===== src/rtl/auth_rx.sv =====
// 8N1 UART receiver with go/stop command authorization driving pwr_up.
// pwr_up drops only after a stop byte and once the rider is off the platform.
//
//   rx state | meaning
//   IDLE     | waiting for a start edge on rx_s
//   START    | half-bit wait, then confirm the start bit is still low
//   DATA     | sampling 8 data bits at mid-bit, LSB first
//   STOP     | sampling the stop bit
//   BRK      | stop bit was low; wait for the line to return high
//
//   auth state | meaning
//   OFF        | not powered
//   PWR1       | powered, no stop pending
//   PWR2       | powered, stop received, waiting for rider_off
module auth_rx #(
    parameter int          BAUD_DIV = 2604,
    parameter logic [7:0]  GO_CMD   = 8'h67,
    parameter logic [7:0]  STOP_CMD = 8'h73
) (
    input  logic       clk,
    input  logic       rst_n,
    input  logic       RX,
    input  logic       rider_off,
    output logic [7:0] rx_data,
    output logic       rx_rdy,
    output logic       frm_err,
    output logic       pwr_up
);

    localparam int CW = 12;
    localparam logic [CW-1:0] HALF_LD = CW'(BAUD_DIV / 2 - 1);
    localparam logic [CW-1:0] BIT_LD  = CW'(BAUD_DIV - 1);

    typedef enum logic [2:0] {
        RX_IDLE,
        RX_START,
        RX_DATA,
        RX_STOP,
        RX_BRK
    } rx_state_t;

    typedef enum logic [1:0] {
        A_OFF,
        A_PWR1,
        A_PWR2
    } auth_state_t;

    rx_state_t   rx_st_q, rx_st_d;
    auth_state_t auth_q, auth_d;

    logic          rx_meta_q, rx_s_q, rx_prev_q;
    logic [1:0]    init_q, init_d;
    logic          armed_q, armed_d;
    logic [CW-1:0] cnt_q, cnt_d;
    logic [3:0]    bit_q, bit_d;
    logic [7:0]    sh_q, sh_d;
    logic [7:0]    rx_data_q, rx_data_d;
    logic          rx_rdy_q, rx_rdy_d;
    logic          frm_err_q, frm_err_d;
    logic          pwr_up_q, pwr_up_d;
    logic          rx_fall;
    logic          tick;

    always_ff @(posedge clk or negedge rst_n) begin
        if (!rst_n) begin
            rx_meta_q <= 1'b1;
            rx_s_q    <= 1'b1;
            rx_prev_q <= 1'b1;
            init_q    <= 2'b00;
            armed_q   <= 1'b0;
            rx_st_q   <= RX_IDLE;
            cnt_q     <= '0;
            bit_q     <= '0;
            sh_q      <= '0;
            rx_data_q <= '0;
            rx_rdy_q  <= 1'b0;
            frm_err_q <= 1'b0;
            auth_q    <= A_OFF;
            pwr_up_q  <= 1'b0;
        end else begin
            rx_meta_q <= RX;
            rx_s_q    <= rx_meta_q;
            rx_prev_q <= rx_s_q;
            init_q    <= init_d;
            armed_q   <= armed_d;
            rx_st_q   <= rx_st_d;
            cnt_q     <= cnt_d;
            bit_q     <= bit_d;
            sh_q      <= sh_d;
            rx_data_q <= rx_data_d;
            rx_rdy_q  <= rx_rdy_d;
            frm_err_q <= frm_err_d;
            auth_q    <= auth_d;
            pwr_up_q  <= pwr_up_d;
        end
    end

    // The preset synchronizer would fake a falling edge if RX is low at reset
    // release; only arm edge detection once rx_s has been seen high for real.
    always_comb begin
        init_d  = {init_q[0], 1'b1};
        armed_d = armed_q | (init_q[1] & rx_s_q);
        rx_fall = armed_q & rx_prev_q & ~rx_s_q;
        tick    = (cnt_q == '0);
    end

    always_comb begin
        rx_st_d   = rx_st_q;
        cnt_d     = cnt_q;
        bit_d     = bit_q;
        sh_d      = sh_q;
        rx_data_d = rx_data_q;
        rx_rdy_d  = 1'b0;
        frm_err_d = 1'b0;
        case (rx_st_q)
            RX_IDLE: begin
                if (rx_fall) begin
                    cnt_d   = HALF_LD;
                    rx_st_d = RX_START;
                end
            end
            RX_START: begin
                if (!tick) begin
                    cnt_d = cnt_q - 1'b1;
                end else if (rx_s_q) begin
                    rx_st_d = RX_IDLE;
                end else begin
                    cnt_d   = BIT_LD;
                    bit_d   = '0;
                    rx_st_d = RX_DATA;
                end
            end
            RX_DATA: begin
                if (!tick) begin
                    cnt_d = cnt_q - 1'b1;
                end else begin
                    sh_d  = {rx_s_q, sh_q[7:1]};
                    bit_d = bit_q + 1'b1;
                    cnt_d = BIT_LD;
                    if (bit_q == 4'd7) begin
                        rx_st_d = RX_STOP;
                    end
                end
            end
            RX_STOP: begin
                if (!tick) begin
                    cnt_d = cnt_q - 1'b1;
                end else if (rx_s_q) begin
                    rx_data_d = sh_q;
                    rx_rdy_d  = 1'b1;
                    rx_st_d   = RX_IDLE;
                end else begin
                    frm_err_d = 1'b1;
                    rx_st_d   = RX_BRK;
                end
            end
            RX_BRK: begin
                if (rx_s_q) begin
                    rx_st_d = RX_IDLE;
                end
            end
            default: rx_st_d = RX_IDLE;
        endcase
    end

    always_comb begin
        auth_d = auth_q;
        case (auth_q)
            A_OFF: begin
                if (rx_rdy_q && rx_data_q == GO_CMD) begin
                    auth_d = A_PWR1;
                end
            end
            A_PWR1: begin
                if (rx_rdy_q && rx_data_q == STOP_CMD) begin
                    auth_d = rider_off ? A_OFF : A_PWR2;
                end
            end
            A_PWR2: begin
                // A go cancels the pending stop even if the rider steps off that cycle.
                if (rx_rdy_q && rx_data_q == GO_CMD) begin
                    auth_d = A_PWR1;
                end else if (rider_off) begin
                    auth_d = A_OFF;
                end
            end
            default: auth_d = A_OFF;
        endcase
        pwr_up_d = (auth_d != A_OFF);
    end

    assign rx_data = rx_data_q;
    assign rx_rdy  = rx_rdy_q;
    assign frm_err = frm_err_q;
    assign pwr_up  = pwr_up_q;

endmodule


===== config.mk =====
export PLATFORM = sky130hd
export DESIGN_NAME = auth_rx
export DESIGN_NICKNAME = d
export VERILOG_FILES = /design/src/rtl/auth_rx.sv
export SDC_FILE = /design/constraint.sdc
export NUM_CORES = 1
export LEC_CHECK = 0
export ABC_AREA = 1
export BUFFER_PORTS_ARGS = -buffer_cell sky130_fd_sc_hd__buf_2
export CAP_MARGIN = 20
export CELL_PAD_IN_SITES_DETAIL_PLACEMENT = 0
export CELL_PAD_IN_SITES_GLOBAL_PLACEMENT = 1
export CORE_MARGIN = 1
export CORE_UTILIZATION = 49
export CTS_BUF_LIST = sky130_fd_sc_hd__clkbuf_16
export CTS_CLUSTER_SIZE = 24
export DETAILED_ROUTE_END_ITERATION = 8
export PLACE_DENSITY = 0.92
export SLEW_MARGIN = 20
export SYNTH_ARGS = -nofsm -noshare
export SYNTH_HDL_FRONTEND = slang
export SYNTH_SLANG_ARGS = --single-unit

===== constraint.sdc =====
create_clock -name clk -period 4.5 [get_ports clk]
set_input_delay 0.45 -clock clk [delete_from_list [all_inputs] [get_ports clk]]
set_output_delay 0.45 -clock clk [all_outputs]
set_load 0.05 [all_outputs]

* Yosys cells after proc, flatten, opt, wreduce, memory -nomap -nowiden
Index checks and enable logic that the tools add are counted.
** Storage, ports and cells
- Register bits after elaboration :: 46
- Bits in latches :: 0
- RAM bits :: 0
- ROM bits :: 0
- Input port bits :: 4
- Output and inout port bits :: 11
- Memories kept :: 0
** Cells by class
- Add/sub/neg operators :: 2
- Multiply operators :: 0
- Div/mod/pow operators :: 0
- $lt $le $gt $ge :: 0
- Equal/unequal tests :: 18
- Shifts and indexed selects :: 0
- Mux-type cells :: 31
- Bitwise operators :: 5
- Reduce and logical (&&, ||, !) cells :: 13
** Operators with widths (number)
- two-way mux 12 bit :: 5
- case mux 12 bit (4 select lines) :: 1
- two-way mux 3 bit :: 7
- equality test 8 x 7 -> 1 bit, second input constant :: 2
- != test 2 bit, second input constant :: 8
- case mux 3 bit (5 select lines) :: 1
- zero test 12 bit :: 1
- two-way mux 2 bit :: 6
- two-way mux 4 bit :: 3
- subtractor 12 x 1 -> 12 bit, second input constant :: 1
- case mux 4 bit (2 select lines) :: 1
- AND reduction 4 bit :: 2
- equality test 3 x 2 -> 1 bit, second input constant :: 2
- two-way mux 1 bit :: 6
- case mux 2 bit (3 select lines) :: 1
- AND reduction 6 bit :: 1
- adder 4 x 1 -> 4 bit, second input constant :: 1
- equality test 4 x 3 -> 1 bit, second input constant :: 1
- nonzero test 2 bit :: 2
- nonzero test 4 bit :: 1
- bitwise AND 1 bit :: 3
- equality test 3 x 1 -> 1 bit, second input constant :: 1
- equality test 3 bit, second input constant :: 1
- zero test 3 bit :: 1
- other kinds (9) :: 10

* Logic depth before layout (Yosys ltp)
Gate-level depths: netlist (run 1).
- Depth in word-level cells :: 5
- Gate-level depth with buffers :: 10

* Least setup slack after synthesis (run 1)
Ideal clock, no wire load.
- Path type :: register -> register
- From :: reg cnt_q[0]
- To :: reg rx_data_q[2], in the netlist rx_data[2]
- Library setup time :: 120 ps
- Arrival time :: 1475 ps
- Required time :: 4380 ps
- Slack :: 2905 ps
- Stages on the path, launching flop included :: 11
- Cells stage by stage :: dfrtp_1 inv_1 ha_1 nand2_4 nor2_8 nand2_4 clkinv_4 nand3_4 buf_6 nand2_1 o21ai_2
** Between the ends
- Longest elaborated chain between the ends :: 2
** RTL lines
- start, declared :: RTL line 54 : logic [CW-1:0] cnt_q, cnt_d;
- start signal, assigned :: RTL line 87 : cnt_q <= cnt_d;
- zero test 12 bit :: RTL line 104 : tick = (cnt_q == '0);
- AND reduction 3 bit (no line)
- end signal, assigned :: RTL line 90 : rx_data_q <= rx_data_d;
- end, declared :: RTL line 57 : logic [7:0] rx_data_q, rx_data_d;
Every way passes these cells.
A chain may end at the register's enable or synchronous reset.

* Worst setup path after layout (run 1)
- From :: reg cnt_q[0]
- To :: reg cnt_q[4]
** Between the ends
- Longest elaborated chain between the ends :: 3
- Elaborated cells between the ends (all ways) :: 9
- Those cells by class :: add/sub: 1; eq/ne: 2; mux: 4; reduce/logical: 2
** RTL lines
- subtractor 12 x 1 -> 12 bit or zero test 12 bit (tied branches)
- two-way mux 12 bit (tied with other cells) :: RTL line 146 : if (!tick) begin
- case mux 12 bit (4 select lines) or AND reduction 4 bit (tied branches)
Several ways; a longest one is shown, not always the timed one. The select of a mux whose other input is x is not followed.

==> results of run 1 <==
stage by stage:
step | worst slack [ns] | hold slack [ns]
5_1_grt | 2.62 | 0.207
4_1_cts | 2.76 | 0.252
3_3_place_gp | 2.83 | 0.334
2_1_floorplan | 2.91 | 0.154
3_5_place_dp | 2.78 | 0.337
6_report | 2.77 | 0.155
flip-flops by register name (all words and copies together), names as in the netlist:
name / flops
rx_st_q: 3
rx_meta_q: 1
rx_s_q: 1
sh_q: 8
bit_q: 4
auth_q: 2
armed_q: 1
rx_prev_q: 1
rx_data: 8
init_q: 2
pwr_up: 1
rx_rdy: 1
frm_err: 1
cnt_q: 12
area by class of cell:
| class | instances | area share (%) |
|---|---|---|
| flip-flops and latches | 46 | 44.5 |
| well taps | 52 | 2.51 |
| clock buffers | 5 | 4.82 |
| multi-input cells | 192 | 38.4 |
| repair buffers | 14 | 2.80 |
| clock inverters | 3 | 0.627 |
| inverters | 42 | 6.27 |
worst reg2reg max path, cell delays in order, from the launching register on:
cell and delay (ns):
dfrtp_1 0.39, inv_1 0.10, ha_1 0.28, nand2_4 0.11
nor2_8 0.17, nand3_4 0.13, nand2_4 0.16, inv_2 0.09
nor2_1 0.13, nor2_1 0.07
cells in the final DEF, fill, tap and decap left out, types with 3 or more instances in the layout:
cell       synthesis  final
o21ai_2            7      7
clkinv_1           1      3
dfrtp_1           43     43
buf_2              0     13
o21ai_0            6      6
inv_2              5      5
dfstp_2            3      3
nand3_1           23     23
nand2_4            4      4
nand4_1            7      7
xor2_1             3      3
nand2_1           86     86
o21ai_1            9      9
a21oi_1            6      6
nor2_1            21     21
clkbuf_16          0      5
inv_1             35     35
worst paths after layout:
kind / startpoint / to / slack, ns / depth (start not counted)
setup / recovery: cnt_q[0] / cnt_q[4] / 2.77 / 9
hold / removal: rst_n / rx_data[5] / 0.15 / 1
setup reg to reg: cnt_q[0] / cnt_q[4] / 2.77 / 9
hold reg to reg: init_q[0] / init_q[1] / 0.35 / 0
max in group asynchronous: rst_n / rx_meta_q / 3.96 / 1
min in group clk: RX / rx_meta_q / 0.26 / 1
metal layers:
metal	up-vias	GRT usage (%)
met5	-	0
met4	0	8.00
met3	6	4.70
met2	29	33.4
met1	831	24.8
li1	922	-
cells by family (layout without fill, tap and decap cells):
group           Yosys count  after routing  synth area share [%]
simple gates            152            152                  30.8
flops                    46             46                  49.4
fa+ha+maj                 2              2                  1.07
other cells               1              1                 0.160
buf+inv                  44             64                  7.92
compound gates           32             32                  8.67
mux                       1              1                 0.428
xor+xnor                  4              4                  1.50
power by group through the flow:
stage          sequential [uW]  combinational (uW)  clock [uW]
3_3_place_gp               522                 350           0
5_1_grt                    525                 412         385
4_1_cts                    516                 359         367
6_report                   517                 359         352
3_5_place_dp               524                 357           0
2_1_floorplan              512                 285           0
==> metrics, run 1 <==
status finished, violations left; failing checks DRC; via/cell ratio 5.05; slew of the pin with the lowest slew margin 0.569 ns; post-synth top area share between 40% and 50%; FF/Latch Area 1150 um^2; leakage 0.00134 uW; initial antenna violation count 0; Internal 781 uW; Synth async-reset ratio 100%; Setup Skew 0.00531 ns; sequential fraction of the synthesis area 49.4%; area leader, netlist dfrtp_1; CP max stage cell dfrtp_1; Final setup viols 0; number of global-route vias before repair 1751; endpoints failing hold 0; PortBufs 14; met1 WL 2.07 mm; Die Area 5050 um^2; CP Capture Type flop; Crit Path Max Fanout 9; power per standard cell area around 470 nW/um^2; Top FF cell, synth dfrtp_1; gr usage total 19.9%; Max VDD drop 0.000221 V; Core ar. 4470 um^2; max-cap violation count 0; minimum clock period 1.73 ns; I/O pin total 15; Final Wtd Congestion 0.831; Cells after Synth 282; CP bufs+invs 2; fin crit share 38.5%; diode count 0; Max Used Layer met4; clk buf depth 2; fin util between 50% and 60%; post-DP HPWL 3.01 mm; largest net degree at the start of global routing 47; CTS tree yes; Design Area, Final 2590 um^2; worst-skew pair later-pin latency 0.29 ns; Crit path largest cell delay 0.39 ns; met2 wire len 1.88 mm; Comb power frac 29.2%; Multi-input gate area about 1000 um^2; Placed Cells incl. Taps 346; Initial Util about 52%; final WL 4.20 mm; Final Non-Filler Cells approximately 350; Slew HR 62.1%; CTS root buf clkbuf_16; Worst Setup Start Kind flop; largest delay contributor family on the critical path simple AND/OR/NAND/NOR gates; fraction of final layout cells sized beyond drive strength 1 16.9%; min-delay worst type input port to async pin; synthesized flop and latch total 46; row count 24; Post-DP Area 2450 um^2; Crit path required time roughly 4.7 ns; Ys Warns 0; Net Sw Power 447 uW; Clock power frac between 20% and 30%; Worst EP arrival 1.91 ns; Pins Over Slew Limit 0; Die Span Y 71.1 um; syn_area_per_cell between 8 and 9 um^2; Iter 0 DRT Violations about 110; clock-pin slew on the worst setup and hold paths around 0.060 ns; Final nets about 310; top cells by area, synth dfrtp_1, nand2_1, inv_1, nand3_1, dfstp_2; Area Growth Syn to Fin 11.0%; EDFF count, synth 0; DIE WIDTH 71.1 um; most common cell in the netlist nand2_1; CTS H-tree depth 2; CTS buffer count 5; postcts setup bufs 0; GRT overflow 0; total power ~1200 uW; number of remaining DRC errors 4; crit-path cells inv_1 -> ha_1 -> nand2_4 -> nor2_8 -> nand3_4 -> nand2_4 -> inv_2 -> nor2_1 -> nor2_1; WL per Instance 11.9 um; cts-stage hold buffer count 0; via count 1788; sequential power share 42.1%; Clock Sinks 46; unrepaired setup endpoints after global routing false; kind of critical path flop to flop; Unique masters post-synth 33; Synth top cells by count nand2_1, dfrtp_1, inv_1, nand3_1, nor2_1; first-pass GRT wire length roughly 7.7 mm; FMAX 577 MHz; # resized after CTS 0; final setup TNS 0 ns; antenna-violating nets left 0; drt first pass iters 6; syn_nets 288; fill count 421; Synth Cell Area 2340 um^2; met3 wire length 180 um; Switching Share 36.4%
No activity file was read; power rests on OpenSTA's default activity.
==> inputs of run 2 (changes only) <==
--- a/config.mk
+++ b/config.mk
@@ -11,11 +11,11 @@
 export CELL_PAD_IN_SITES_DETAIL_PLACEMENT = 0
 export CELL_PAD_IN_SITES_GLOBAL_PLACEMENT = 1
 export CORE_MARGIN = 1
-export CORE_UTILIZATION = 49
+export CORE_UTILIZATION = 41
 export CTS_BUF_LIST = sky130_fd_sc_hd__clkbuf_16
 export CTS_CLUSTER_SIZE = 24
 export DETAILED_ROUTE_END_ITERATION = 8
-export PLACE_DENSITY = 0.92
+export PLACE_DENSITY = 0.83
 export SLEW_MARGIN = 20
 export SYNTH_ARGS = -nofsm -noshare
 export SYNTH_HDL_FRONTEND = slang
==> constraint.sdc (replaced) <==
create_clock -name clk -period 1.5 [get_ports clk]
set_input_delay 0.15 -clock clk [delete_from_list [all_inputs] [get_ports clk]]
set_output_delay 0.15 -clock clk [all_outputs]
set_load 0.05 [all_outputs]
==> run 2 against run 1 <==
Net effect: the flow now finishes without violations; clock power rose to 3.0 times the previous value; utilization decreased by 3.4 points; cell count grew 16%; critical path type unchanged; largest power group is now combinational logic.
==> metrics, run 2 (synthesis gave the netlist of run 1 again) <==
status complete, no violations (was finished, violations left); via/cell ratio 4.82 (was 5.05); Worst EP arrival 1.65 ns (was 1.91 ns); largest net degree at the start of global routing 27 (was 47); CTS tree yes (unchanged); RR Startpoint cnt_q[1] (was cnt_q[0]); fin util 54.5% (was 58.0%); power per standard cell area 1410 nW/um^2 (was 473 nW/um^2); Clock Sinks 46 (unchanged); Final Non-Filler Cells 409 (was 354); endpoints failing hold 0 (unchanged); Top reg by flops cnt_q (unchanged); commonest non-fill, non-tap cell in the layout nand2_1 (unchanged); Iter 0 DRT Violations 103 (was 107); min-delay worst type input port to flop (was input port to async pin); total power 4230 uW (was 1230 uW); clk buf depth 2 (unchanged); max-cap violation count 0 (unchanged); initial antenna violation count 0 (unchanged); hold-critical path depth 4; Crit path required time 1.67 ns (was 4.67 ns); number of global-route vias before repair 1872 (was 1751); antenna-violating nets left 0 (unchanged); fin crit share 99.0% (was 38.5%); CTS root buf clkbuf_16 (unchanged); CP Capture Type flop (unchanged); WL per Instance 12.2 um (was 11.9 um); Final Wtd Congestion 0.873 (was 0.831); fill count 531 (was 421); worst-skew pair later-pin latency 0.28 ns (was 0.29 ns); GRT overflow 0 (unchanged); Placed Cells incl. Taps 394 (was 346); Crit Path Max Fanout 5 (was 9); Die Span Y 77.5 um (was 71.1 um); Hold Path End auth_q[1]; Pins Over Slew Limit 0 (unchanged); final WL 5.01 mm (was 4.20 mm); FMAX 674 MHz (was 577 MHz); unrepaired setup endpoints after global routing true (was false); Worst Setup Start Kind flop (unchanged); Initial Util 42.4% (was 52.2%); Final nets 342 (was 307); minimum clock period 1.48 ns (was 1.73 ns); reg2reg setup slack 0.02 ns (was 2.77 ns); Area Growth Syn to Fin 28.5% (was 11.0%); Core ar. 5510 um^2 (was 4470 um^2); Final setup viols 0 (unchanged); max FFs per register 12 (unchanged); worst reg-to-reg path cell count 8 (was 9); diode count 0 (unchanged); commonest non-fill, non-tap cells in the layout nand2_1, dfrtp_1, inv_1 (unchanged); final setup TNS 0 ns (unchanged); CTS buffer count 5 (unchanged); row count 27 (was 24); first-pass GRT wire length 8.68 mm (was 7.66 mm); PortBufs 14 (unchanged); Max VDD drop 0.00102 V (was 0.000221 V); fraction of final layout cells sized beyond drive strength 1 30.3% (was 16.9%); gr usage total 18.5% (was 19.9%); Setup Skew 0.00589 ns (was 0.00531 ns); CTS H-tree depth 2 (unchanged); drt first pass iters 4 (was 6); Die Area 6010 um^2 (was 5050 um^2); number of remaining DRC errors 0 (was 4); clock-pin slew on the worst setup and hold paths 0.06 ns (about the same); I/O pin total 15 (unchanged); DIE WIDTH 77.5 um (was 71.1 um); RR Endpoint cnt_q[10] (was cnt_q[4]); post-DP HPWL 3.58 mm (was 3.01 mm); kind of critical path flop to flop (unchanged); via count 1971 (was 1788); Worst Hold Launch rider_off; leakage 0.00152 uW (was 0.00134 uW)
[run 2: per-stage QoR]
stage               area [um^2]  setup WS [ns]  hold slack (ns)
global placement           2720        0.00360            0.134
finish                     3000         0.0154            0.122
global route               3000        -0.0470            0.191
floorplan                  2350        0.00390           -0.146
CTS                        2910        0.00525            0.119
detailed placement         2720        -0.0511            0.150
[run 2: layout make-up]
cell class,count,area (um^2),area share [%]
clock inverters,3,16.3,0.542
well taps,72,90.1,3.00
flip-flops and latches,46,1160,38.5
inverters,42,165,5.50
clock buffers,5,125,4.17
repair buffers,48,363,12.1
multi-input cells,193,1090,36.2
[run 2: metal layers]
layer | share of wire [%] | GRT usage (%) | vias up | wire length, um
met5 | 0 | 0 | - | 0
met4 | 1.1 | 5.09 | 0 | 55
met3 | 2.5 | 3.53 | 6 | 125
met2 | 50 | 31.9 | 32 | 2490
met1 | 47 | 23.5 | 930 | 2340
li1 | - | - | 1003 | -
[run 2: timing repair]
action,in CTS,in global routing
endpoints found under the setup margin,12,29
hold buffers,2,0
buffers inserted,0,4
resized for setup,3,21
endpoints found under the hold margin,18,0
pin swaps,0,9
cloned,1,0
[run 2: worst max-delay path by stage]
stage | start | slack (ns) | endpoint | cells after the start
floorplan | cnt_q[1] | 0.004 | rx_data[2] | 10
global placement | cnt_q[1] | 0.004 | rx_data[6] | 9
detailed placement | cnt_q[1] | -0.05 | rx_data[1] | 9
CTS | cnt_q[0] | 0.005 | rx_st_q[2] | 9
global route | cnt_q[1] | -0.05 | cnt_q[7] | 10
finish | cnt_q[1] | 0.02 | cnt_q[10] | 8
[run 2: power breakdown]
part           internal (uW)  total, uW  leakage, uW  switching [uW]
registers               1390       1530     0.000595             138
clock network            608       1060    0.0000689             447
logic                    701       1650     0.000853             949
total                   2700       4230      0.00152            1530
[run 2: worst max-delay path: stages, from the launching register on]
cell	delay (ns)
dfrtp_1	0.39
inv_2	0.10
ha_4	0.15
nand2_4	0.06
nor2_8	0.13
nand3b_1	0.21
buf_4	0.21
nand3_2	0.07
a21oi_2	0.05
==> inputs of run 3 (changes only) <==
--- a/config.mk
+++ b/config.mk
@@ -15,6 +15,7 @@
 export CTS_BUF_LIST = sky130_fd_sc_hd__clkbuf_16
 export CTS_CLUSTER_SIZE = 24
 export DETAILED_ROUTE_END_ITERATION = 8
+export MAX_ROUTING_LAYER = met4
 export PLACE_DENSITY = 0.83
 export SLEW_MARGIN = 20
 export SYNTH_ARGS = -nofsm -noshare
==> run 3 against run 2 <==
Net effect: count of clock-buffer cells in the layout unchanged; critical path depth unchanged; clock skew shrank 0.0010 ns; critical endpoint unchanged; largest power group unchanged.
==> metrics, run 3 (synthesis gave the netlist of run 1 again) <==
crit-path cells inv_2 -> ha_4 -> nand2_4 -> nor2_8 -> nand3b_1 -> buf_4 -> nand3_2 -> a21oi_2 (unchanged); CP Capture Type flop (unchanged); fill count 528 (was 531); first-pass GRT wire length 8.69 mm (was 8.68 mm); minimum clock period 1.48 ns (about the same); diode count 0 (unchanged); commonest non-fill, non-tap cell in the layout nand2_1 (unchanged); CP bufs+invs 2 (unchanged); CTS tree yes (unchanged); unrepaired setup endpoints after global routing true (unchanged); Final setup viols 0 (unchanged); CP max stage cell dfrtp_1 (unchanged); CTS H-tree depth 2 (unchanged); worst-skew pair later-pin latency 0.28 ns (about the same); Die Span Y 77.5 um (unchanged); CTS buffer count 5 (unchanged); Core ar. 5510 um^2 (unchanged); Max VDD drop 0.00103 V (was 0.00102 V); via count 1970 (was 1971); Pins Over Slew Limit 0 (unchanged); via/cell ratio 4.80 (was 4.82); number of global-route vias before repair 1867 (was 1872); GRT overflow 0 (unchanged); Final Wtd Congestion 0.888 (was 0.873); WL per Instance 12.2 um (about the same); initial antenna violation count 0 (unchanged); post-DP HPWL 3.58 mm (unchanged); clock-pin slew on the worst setup and hold paths 0.06 ns (about the same); I/O pin total 15 (unchanged); drt first pass iters 4 (unchanged); Die Area 6010 um^2 (unchanged); Iter 0 DRT Violations 95 (was 103); Top reg by flops cnt_q (unchanged); Crit path required time 1.67 ns (about the same); Setup Skew 0.00484 ns (was 0.00589 ns); kind of critical path flop to flop (unchanged); max-cap violation count 0 (unchanged); max FFs per register 12 (unchanged); endpoints failing hold 0 (unchanged); fin crit share 98.6% (was 99.0%); final setup TNS 0 ns (unchanged); CTS root buf clkbuf_16 (unchanged); Area Growth Syn to Fin 28.7% (was 28.5%); power per standard cell area 1400 nW/um^2 (was 1410 nW/um^2); Initial Util 42.4% (unchanged); commonest non-fill, non-tap cells in the layout nand2_1, dfrtp_1, inv_1 (unchanged); clk buf depth 2 (unchanged); fraction of final layout cells sized beyond drive strength 1 30.5% (was 30.3%); status complete, no violations (unchanged); Worst EP arrival 1.65 ns (about the same); Clock Sinks 46 (unchanged); min-delay worst type input port to flop (unchanged); largest delay contributor family on the critical path simple AND/OR/NAND/NOR gates (unchanged); DIE WIDTH 77.5 um (unchanged); row count 27 (unchanged); gr usage total 19.1% (was 18.5%); PortBufs 14 (unchanged); Min Hold Slack 0.121 ns (was 0.122 ns); final WL 5.01 mm (about the same); FMAX 676 MHz (was 674 MHz); leakage 0.00152 uW (about the same); Crit Path Max Fanout 5 (unchanged); number of remaining DRC errors 0 (unchanged); largest net degree at the start of global routing 27 (unchanged); Worst Setup Start Kind flop (unchanged); Final nets 343 (was 342); antenna-violating nets left 0 (unchanged); Crit path largest cell delay 0.39 ns (about the same)
==> run 3: changes by cell type in the layout (fill, tap and decap cells not counted) <==
cell / delta
inv_4: -1
inv_2: +1
buf_4: +1
==> run 3: metrics by stage <==
step / setup WS (ns) / std cells / cell area [um^2] / power [uW] / utilization [%]
after floorplan: 0.00390 / 282 / 2350 / 2420 / -
after global placement: 0.00360 / 394 / 2720 / 2970 / 49.4
after detailed placement: -0.0511 / 394 / 2720 / 3000 / 49.4
after CTS: 0.00525 / 405 / 2910 / 4100 / 52.8
after global routing: -0.0549 / 410 / 3010 / 4540 / 54.6
final: 0.0205 / 410 / 3010 / 4220 / 54.6
==> run 3: where the power goes <==
| group | total (uW) | internal [uW] | leakage [uW] | switching, uW |
|---|---|---|---|---|
| combinational | 1640 | 700 | 0.000858 | 940 |
| clock | 1050 | 608 | 0.0000689 | 444 |
| sequential | 1530 | 1390 | 0.000595 | 136 |
==> run 3: worst min-delay path: stages <==
cell and delay [ns]:
buf_2 0.08, a21oi_1 0.03, nand2_1 0.07, inv_1 0.04
==> run 3: cell type report <==
class	instances	area, um^2	area share (%)
clock inverters	3	16.3	0.541
repair buffers	49	370	12.3
flip-flops and latches	46	1160	38.4
inverters	42	163	5.41
multi-input cells	193	1090	36.1
clock buffers	5	125	4.16
well taps	72	90.1	3.00
==> run 3: worst paths after layout <==
check                      slack, ns  startpoint   endpoint  cells after the start
min in group asynchronous       0.37       rst_n    sh_q[5]                      2
hold reg to reg                 0.36   rx_meta_q     rx_s_q                      0
setup / recovery                0.02    cnt_q[1]  cnt_q[10]                      8
setup reg to reg                0.02    cnt_q[1]  cnt_q[10]                      8
max in group asynchronous       0.62       rst_n  auth_q[0]                      3
hold / removal                  0.12   rider_off  auth_q[1]                      4
==> run 3: layer usage <==
metal	routed length (um)	GRT usage [%]	part of all wire, %
met5	0	-	0
met4	57	5.09	1.1
met3	127	3.53	2.5
met2	2520	31.7	50
met1	2310	23.9	46
==> run 3: what timing repair did <==
| item | 4_1_cts | 5_1_grt |
|---|---|---|
| resized for setup | 3 | 20 |
| endpoints found under the setup margin | 12 | 30 |
| pin swaps | 0 | 9 |
| endpoints found under the hold margin | 18 | 0 |
| hold buffers | 2 | 0 |
| setup buffers | 0 | 5 |
| cloned | 1 | 0 |
